<file path="src/rtl/load_store_unit_if.sv">
// load_store_unit_if: request/response channels and data-memory bus of the load/store unit
interface load_store_unit_if #(
    parameter int AWIDTH = 8,
    parameter int DWIDTH = 32
);
    localparam int MWIDTH = DWIDTH / 8;
    logic              req_valid;
    logic              req_ready;
    logic              req_we;
    logic [2:0]        req_funct3;
    logic [AWIDTH-1:0] req_addr;
    logic [DWIDTH-1:0] req_wdata;
    logic              rsp_valid;
    logic              rsp_ready;
    logic [DWIDTH-1:0] rsp_rdata;
    logic              rsp_err;
    logic [AWIDTH-1:0] mem_addr;
    logic [DWIDTH-1:0] mem_wdata;
    logic              mem_wen;
    logic [MWIDTH-1:0] mem_wdata_mask;
    logic [DWIDTH-1:0] mem_rdata;
    modport master (
        output req_valid, req_we, req_funct3, req_addr, req_wdata, rsp_ready, mem_rdata,
        input  req_ready, rsp_valid, rsp_rdata, rsp_err, mem_addr, mem_wdata, mem_wen, mem_wdata_mask
    );
    modport slave (
        input  req_valid, req_we, req_funct3, req_addr, req_wdata, rsp_ready, mem_rdata,
        output req_ready, rsp_valid, rsp_rdata, rsp_err, mem_addr, mem_wdata, mem_wen, mem_wdata_mask
    );
endinterface

</file>
<file path="src/rtl/load_store_unit.sv">
// load_store_unit: one-at-a-time load/store initiator; LSU_MISALIGN_TRAP_EN turns misaligned accesses into errors
module load_store_unit #(
    parameter int AWIDTH = 8,
    parameter int DWIDTH = 32
) (
    input logic               clk,
    input logic               rst_n,
    load_store_unit_if.slave  bus
);
    localparam int MWIDTH = DWIDTH / 8;
    typedef enum logic [1:0] {IDLE, ACCESS, RESP} state_t;
    state_t            state, state_nx;
    logic              accept;
    logic [3:0]        nbytes;
    logic [MWIDTH-1:0] req_mask;
    logic [DWIDTH-1:0] req_bits;
    logic              illegal, oob, misaligned, req_err;
    logic              we_q, sext_q, err_q;
    logic [MWIDTH-1:0] mask_q;
    logic [AWIDTH-1:0] addr_q;
    logic [DWIDTH-1:0] wdata_q, rdata_q;
    logic [DWIDTH-1:0] ld_bits, ld_ext;
    logic              ld_sign;
    assign bus.req_ready = rst_n && state == IDLE;
    assign accept        = bus.req_valid && bus.req_ready;
    assign bus.mem_addr  = addr_q;
    assign bus.rsp_rdata = rdata_q;
    assign bus.rsp_err   = err_q;
    // Decode size, byte-lane mask and the error conditions of the offered request
    always_comb begin
        nbytes   = 4'd1 << bus.req_funct3[1:0];
        req_mask = MWIDTH'(bus.req_funct3[1:0] == 2'd0 ? 8'h01 :
                           bus.req_funct3[1:0] == 2'd1 ? 8'h03 :
                           bus.req_funct3[1:0] == 2'd2 ? 8'h0F : 8'hFF);
        req_bits = '0;
        for (int i = 0; i < MWIDTH; i++) req_bits[i*8 +: 8] = {8{req_mask[i]}};
        illegal  = bus.req_funct3 == 3'b111
                || (DWIDTH == 32 && (bus.req_funct3 == 3'b011 || bus.req_funct3 == 3'b110))
                || (bus.req_we && bus.req_funct3[2]);
        oob      = ({1'b0, bus.req_addr} + (AWIDTH+1)'(nbytes)) > ((AWIDTH+1)'(1) << AWIDTH);
`ifdef LSU_MISALIGN_TRAP_EN
        misaligned = |(bus.req_addr & AWIDTH'(nbytes - 4'd1));
`else
        misaligned = 1'b0;
`endif
        req_err  = illegal || oob || misaligned;
    end
    // Truncate the memory word to the access size and sign- or zero-extend it
    always_comb begin
        ld_bits = '0;
        for (int i = 0; i < MWIDTH; i++) ld_bits[i*8 +: 8] = {8{mask_q[i]}};
        ld_sign = sext_q && |(bus.mem_rdata & (ld_bits ^ (ld_bits >> 1)));
        ld_ext  = (bus.mem_rdata & ld_bits) | (ld_sign ? ~ld_bits : '0);
    end
    // State register; reset aborts any access in flight
    always_ff @(posedge clk or negedge rst_n) begin
        if (!rst_n) state <= IDLE;
        else        state <= state_nx;
    end
    // Next state and the memory/response strobes, which are only live in ACCESS/RESP
    always_comb begin
        state_nx           = state;
        bus.rsp_valid      = 1'b0;
        bus.mem_wen        = 1'b0;
        bus.mem_wdata_mask = '0;
        bus.mem_wdata      = '0;
        unique case (state)
            IDLE:    state_nx = accept ? (req_err ? RESP : ACCESS) : IDLE;
            ACCESS: begin
                state_nx           = RESP;
                bus.mem_wen        = we_q;
                bus.mem_wdata_mask = we_q ? mask_q : '0;
                bus.mem_wdata      = we_q ? wdata_q : '0;
            end
            RESP: begin
                bus.rsp_valid = 1'b1;
                state_nx      = bus.rsp_ready ? IDLE : RESP;
            end
            default: state_nx = IDLE;
        endcase
    end
    // Register the accepted request; capture load data at the end of ACCESS
    always_ff @(posedge clk or negedge rst_n) begin
        if (!rst_n) begin
            we_q    <= 1'b0;
            sext_q  <= 1'b0;
            err_q   <= 1'b0;
            mask_q  <= '0;
            addr_q  <= '0;
            wdata_q <= '0;
            rdata_q <= '0;
        end else if (accept) begin
            we_q    <= bus.req_we;
            sext_q  <= ~bus.req_funct3[2];
            err_q   <= req_err;
            mask_q  <= req_mask;
            wdata_q <= bus.req_wdata & req_bits;
            rdata_q <= '0;
            if (!req_err) addr_q <= bus.req_addr;
        end else if (state == ACCESS && !we_q) begin
            rdata_q <= ld_ext;
        end
    end
endmodule
</file>
<file path="src/flat_wrapper.sv">
// flat-port wrapper written by rule: the top's interface ports become plain ports
module load_store_unit_flat 
#(
    parameter int AWIDTH = 8,
    parameter int DWIDTH = 32
)
  (clk, rst_n, bus_req_valid, bus_req_we, bus_req_funct3, bus_req_addr, bus_req_wdata, bus_rsp_ready, bus_mem_rdata, bus_req_ready, bus_rsp_valid, bus_rsp_rdata, bus_rsp_err, bus_mem_addr, bus_mem_wdata, bus_mem_wen, bus_mem_wdata_mask);
  load_store_unit_if #(.AWIDTH(AWIDTH), .DWIDTH(DWIDTH)) bus_i ();
  input logic clk;
  input logic rst_n;
  input wire logic [$bits(bus_i.req_valid)-1:0] bus_req_valid;
  input wire logic [$bits(bus_i.req_we)-1:0] bus_req_we;
  input wire logic [$bits(bus_i.req_funct3)-1:0] bus_req_funct3;
  input wire logic [$bits(bus_i.req_addr)-1:0] bus_req_addr;
  input wire logic [$bits(bus_i.req_wdata)-1:0] bus_req_wdata;
  input wire logic [$bits(bus_i.rsp_ready)-1:0] bus_rsp_ready;
  input wire logic [$bits(bus_i.mem_rdata)-1:0] bus_mem_rdata;
  output wire logic [$bits(bus_i.req_ready)-1:0] bus_req_ready;
  output wire logic [$bits(bus_i.rsp_valid)-1:0] bus_rsp_valid;
  output wire logic [$bits(bus_i.rsp_rdata)-1:0] bus_rsp_rdata;
  output wire logic [$bits(bus_i.rsp_err)-1:0] bus_rsp_err;
  output wire logic [$bits(bus_i.mem_addr)-1:0] bus_mem_addr;
  output wire logic [$bits(bus_i.mem_wdata)-1:0] bus_mem_wdata;
  output wire logic [$bits(bus_i.mem_wen)-1:0] bus_mem_wen;
  output wire logic [$bits(bus_i.mem_wdata_mask)-1:0] bus_mem_wdata_mask;
  assign bus_i.req_valid = bus_req_valid;
  assign bus_i.req_we = bus_req_we;
  assign bus_i.req_funct3 = bus_req_funct3;
  assign bus_i.req_addr = bus_req_addr;
  assign bus_i.req_wdata = bus_req_wdata;
  assign bus_i.rsp_ready = bus_rsp_ready;
  assign bus_i.mem_rdata = bus_mem_rdata;
  assign bus_req_ready = bus_i.req_ready;
  assign bus_rsp_valid = bus_i.rsp_valid;
  assign bus_rsp_rdata = bus_i.rsp_rdata;
  assign bus_rsp_err = bus_i.rsp_err;
  assign bus_mem_addr = bus_i.mem_addr;
  assign bus_mem_wdata = bus_i.mem_wdata;
  assign bus_mem_wen = bus_i.mem_wen;
  assign bus_mem_wdata_mask = bus_i.mem_wdata_mask;
  load_store_unit #(.AWIDTH(AWIDTH), .DWIDTH(DWIDTH)) u_core (.clk(clk), .rst_n(rst_n), .bus(bus_i));
endmodule
</file>
<file path="config.mk">
export PLATFORM = sky130hd
export DESIGN_NAME = load_store_unit_flat
export DESIGN_NICKNAME = d
export VERILOG_FILES = /design/src/rtl/load_store_unit_if.sv /design/src/rtl/load_store_unit.sv /design/src/flat_wrapper.sv
export SDC_FILE = /design/constraint.sdc
export NUM_CORES = 1
export LEC_CHECK = 0
export CAP_MARGIN = 5
export CORE_ASPECT_RATIO = 1.25
export CORE_MARGIN = 2
export CORE_UTILIZATION = 30
export CTS_CLUSTER_DIAMETER = 40
export DETAILED_ROUTE_END_ITERATION = 7
export DONT_BUFFER_PORTS = 1
export PLACE_DENSITY_LB_ADDON = 0.2
export SKIP_CTS_REPAIR_TIMING = 1
export SLEW_MARGIN = 10
export SYNTH_ARGS = -nofsm -noshare
export SYNTH_HDL_FRONTEND = slang
export SYNTH_SLANG_ARGS = --single-unit
</file>
<file path="constraint.sdc">
create_clock -name clk -period 5.3 [get_ports clk]
set_input_delay 0.53 -clock clk [delete_from_list [all_inputs] [get_ports clk]]
set_output_delay 0.53 -clock clk [all_outputs]
set_load 0.03 [all_outputs]
</file>
# Word-level counts from Yosys, hierarchy flattened
# Cells that the tools add are included.
# op_classes
addsub,1
order_cmp,1
eq_ne,6
shift,1
n_mux,15
bitwise,8
n_reduce_logical,15
# ops
operator,count
$mux 32,5
$and 32x32->32,3
$not 32->32,1
$or 32x32->32,1
$reduce_or 32->1,1
$xor 32x31->32,1
$mux 4,4
$add 8x4->9,1
$gt 9x9->1 const B,1
$eq 3x3->1 const B,2
$mux 2,3
$pmux 2 s3,1
$logic_and 1x1->1,5
$eq 2x1->1 const B,2
$logic_not 2->1,2
$logic_or 1x1->1,4
$shl 1x2->4 const A,1
$eq 3x2->1 const B,1
$eq 2x2->1 const B,1
$mux 1,2
$not 1->1,2
$reduce_and 2->1,1
$reduce_bool 2->1,1
$logic_not 1->1,1
# word_totals
ff_bits,81
out_inout_bits,80
elab_cells,55

# Logic depth before layout (Yosys ltp)
# depth
ltp_word,8
depth_mapped,10
ltp_nobuf,9

# Least setup slack after synthesis
# OpenSTA, ideal clock, no wires.
# synth_path
path_kind,input -> register
start,input port bus_req_funct3[1]
end,register u_core.addr_q[0] (netlist: u_core.bus.mem_addr[0])
arrival_time_ns,2.671
required_ns,5.175
path_slack_ns,2.504
path_stages,10
path_buffers,1
path_cell_list,or2_2 -> clkbuf_1 -> inv_1 -> ha_1 -> fa_1 -> xor2_1 -> nor3_1 -> nand4_2 -> o21ai_4 -> mux2_2
# synth_via
elab_chain_len,7
word_cells_on_any_way,12
classes_between,add/sub (1); order compare (1); eq/ne (3); shift (1); bitwise (1); reduce/logical (5)
# synth_rtl
item,line_no,rtl
from (decl),flat_wrapper.sv:13,input wire logic [$bits(bus_i.req_funct3)-1:0] bus_req_funct3;
branches (longest 4 deep; another with $add 8x4->9),-,
$logic_or 1x1->1 (*),load_store_unit.sv:46,req_err = illegal || oob || misaligned;
$not 1->1 (no source line) (*),-,
$reduce_and 2->1 (no source line) (*),-,
to (signal assigned),load_store_unit.sv:99,if (!req_err) addr_q <= bus.req_addr;
to (decl),load_store_unit.sv:20,logic [AWIDTH-1:0] addr_q;
# Every way passes the cells marked *.
# A chain may end at the register's enable or synchronous reset.

# Worst setup path in the final report
# layout_path
start,register u_core.state[1]
end,output port bus_mem_wdata_mask[3]
# layout_via
elab_chain_len,2
# layout_rtl
item,line_no,rtl
from (decl),load_store_unit.sv:12,"state_t state, state_nx;"
from (signal assigned),load_store_unit.sv:58,else state <= state_nx;
$eq 2x1->1,load_store_unit.sv:67,unique case (state)
$mux 4,load_store_unit.sv:67,
to (decl),flat_wrapper.sv:25,output wire logic [$bits(bus_i.mem_wdata_mask)-1:0] bus_mem_wdata_mask;
# Every way passes these cells.

==> qor.csv <==
stage,metric,value,unit
cells_and_area,proportion of layout cells with a drive suffix above 1,9.22,%
timing,Final Hold Fails,0,
drt,via count,2584,
timing,actual slew at the worst max-slew pin,1.04,ns
setup_path,CP endpoint kind,primary output,
power_and_ir_drop,clock power share,36.5,%
yosys,Synth cell types,38,
drt,Starting DRT DRC Count,84,
yosys,Synth area leader,dfrtp_1,
setup_path,reg2reg setup slack,2.66,ns
clock_network,clk buf depth,2,
global_routing,global-route wire length before repair,13900,um
cells_and_area,Non-Filler Instances,519,
place,Inst Count DP,502,
setup_path,FF-to-FF path depth,5,
clock_network,register clock-pin slew on the reported worst setup and hold paths,0.06,ns
setup_path,Crit path required time,4.77,ns
power_and_ir_drop,NetSw,0.555,mW
floorplan,Die Ht,127,um
power_and_ir_drop,total power,1.78,mW
setup_path,crit path DAT,2.33,ns
cells_and_area,n_diodes,0,
drt,WL/cell,17.3,um
power_and_ir_drop,internal power,1.23,mW
clock_network,cts bufs inserted,9,
drt,DR vias/cell,4.98,
drt,detailed-router iteration count before antenna repair,4,
power_and_ir_drop,Comb power frac,11.5,%
yosys,ranking of synthesized cells by area,"dfrtp_1, nand2_1, and2_1",
power_and_ir_drop,Sw Ratio,31.1,%
place,Setup WS pre-CTS,2.37,ns
yosys,top_reg_cell synth,dfrtp_1,
setup_path,CP max stage delay,0.62,ns
drt,Detail Route Antenna Nets,0,
floorplan,die area,13000,um^2
drt,final WL,8980,um
outcome,status,finished clean,
yosys,Mapped Avg Cell Area,9.99,um^2
clock_network,Clock Latency Late Sink,0.33,ns
hold_path,Hold Crit Class,in2async,
yosys,cells after synthesis,363,
floorplan,FP Rows,44,
yosys,Synth warnings,0,
global_routing,number of global-route vias before repair,2574,
yosys,"count leader, synth",nand2_1,
setup_path,worst-path cell chain,"and3b_1, buf_4, and2_1",
clock_network,htree depth,3,
setup_path,critical path type,reg2out,
setup_path,Startpoint Class,flop,
timing,part of the cycle the worst path needs,53.9,%
power_and_ir_drop,register share of total power,51.9,%
setup_path,RR Endpoint,u_core.bus.mem_addr[4],
global_routing,initial antenna violation count,0,
drt,drt drc,0,
clock_network,CTS tree,built,
timing,final setup vio count,0,
global_routing,largest net degree at the start of global routing,82,
timing,post-layout minimum cycle time,2.86,ns
floorplan,Ports,160,
setup_path,crit path max-delay cell type,and3b_1,
timing,Clock Skew,0.00538,ns
yosys,"flops & latches, synth",80,
global_routing,Congestion Overflow GR,0,
setup_path,CP Max Fanout,27,
timing,Max Clk Rate,0.350,GHz
cells_and_area,area added between synthesis and finish,12.8,%
timing,setup TNS,0,ns
timing,RSZ-0062 raised after global routing,no,
clock_network,clock root cell,clkbuf_16,
floorplan,Die X,102,um
timing,hold_ws,0.0885,ns
place,GP Congestion,0.740,
yosys,synth cell count leaders,"nand2_1, dfrtp_1, and2_1",
yosys,register area share after synthesis,55.2,%
yosys,number of flops mapped to enable cells by yosys,0,
yosys,mapped cell area,3630,um^2
global_routing,GRT Overall Usage,14.0,%
cells_and_area,# fillers,1206,
power_and_ir_drop,LEAKAGE,1.97,nW
power_and_ir_drop,VDD IR-drop max,0.000184,V
timing,PnR worst setup slack,2.44,ns
timing,max_slew headroom,30.5,%
yosys,post-synthesis async set-or-reset flop share,100,%
power_and_ir_drop,PwrDens,436,nW/um^2
place,IO buf count,0,
timing,fin. max-slew vios,0,
yosys,Yosys top cell area share,55.2,%
floorplan,Initial Util,30.9,%
place,DP HPWL,6450,um
setup_path,worst r2r src,u_core.state[0],
floorplan,core area,11700,um^2
yosys,syn nets,448,
cells_and_area,nets,438,
clock_network,Sink Count,80,
job,max cap viols,0,
==> layout by cell type (no fill, tap or decap), types with 3 or more instances in the layout <==
cell,count
a21oi_1,4
a221o_1,23
and2_1,39
buf_4,4
clkbuf_16,9
dfrtp_1,80
ha_1,4
mux2_2,7
nand2_1,94
nand3_1,25
nor2_1,3
nor2b_1,17
o21ai_0,13
==> layout make-up <==
cell class                 instances  area (um^2)  share of cell area, %
sequential                        80         2000                   48.9
multi-input combinational        255         1510                   36.9
clock buffer                      11          233                   5.69
tap                              161          201                   4.93
clock inverter                     5         81.3                   1.99
timing repair buffer               5         57.6                   1.41
inverter                           2         7.51                  0.184
==> worst max-delay path by stage <==
stage	startpoint	end	slack, ns	cells past startpoint
3_5_place_dp	bus_req_funct3[1]	u_core.bus.mem_addr[4]	2.37	8
6_report	u_core.state[1]	bus_mem_wdata_mask[3]	2.44	3
5_1_grt	u_core.state[1]	bus_mem_wdata_mask[2]	2.29	3
2_1_floorplan	bus_req_funct3[1]	u_core.bus.mem_addr[0]	2.50	10
4_1_cts	u_core.state[1]	bus_mem_wdata_mask[3]	2.39	3
3_3_place_gp	bus_req_funct3[1]	u_core.bus.mem_addr[2]	2.43	8
==> critical path, delay by kind of cell (launching register included) <==
family | cells | cell delay [ns]
buffers and inverters | 1 | 0.35
flip-flops | 1 | 0.45
AND/OR/NAND/NOR | 2 | 1.19
==> layer usage <==
layer  GRT usage, %  share of wire [%]  wire, um
met5              0                  0         0
met4           5.73                1.6       145
met3           5.51                 10       895
met2           23.1                 50      4460
met1           16.2                 39      3480
==> cells by family (layout without fill, tap and decap cells) <==
family / count (synthesis) / count (layout) / synth area share (%)
adders and majority gates: 5 / 5 / 1.93
muxes: 9 / 9 / 2.76
xor gates and xnor gates: 1 / 1 / 0.242
DFF: 80 / 80 / 55.2
buffers and inverters: 28 / 23 / 3.31
and+or+nand+nor: 192 / 192 / 26.0
AOI/OAI and AO/OA: 48 / 48 / 10.5
==> through the flow <==
step	util (%)	area [um^2]
final	34.9	4090
after global routing	34.9	4090
after CTS	34.6	4060
after detailed placement	32.0	3750
after global placement	32.0	3750
after floorplan	-	3630
==> flip-flops by register name, indices dropped and copies added, names as in the netlist <==
signal                cells
u_core.bus.rsp_rdata     32
u_core.wdata_q           32
u_core.bus.mem_addr       8
u_core.mask_q             3
u_core.state              2
u_core.bus.rsp_err        1
u_core.sext_q             1
u_core.we_q               1
==> power groups by stage <==
| stage | sequential [mW] | combinational (mW) | clock, mW |
|---|---|---|---|
| detailed placement | 0.939 | 0.196 | 0 |
| global placement | 0.938 | 0.190 | 0 |
| finish | 0.925 | 0.205 | 0.651 |
| floorplan | 0.908 | 0.171 | 0 |
| CTS | 0.929 | 0.196 | 0.672 |
| global route | 0.945 | 0.240 | 0.704 |
Note: power is estimated with default switching activity, not from simulation.
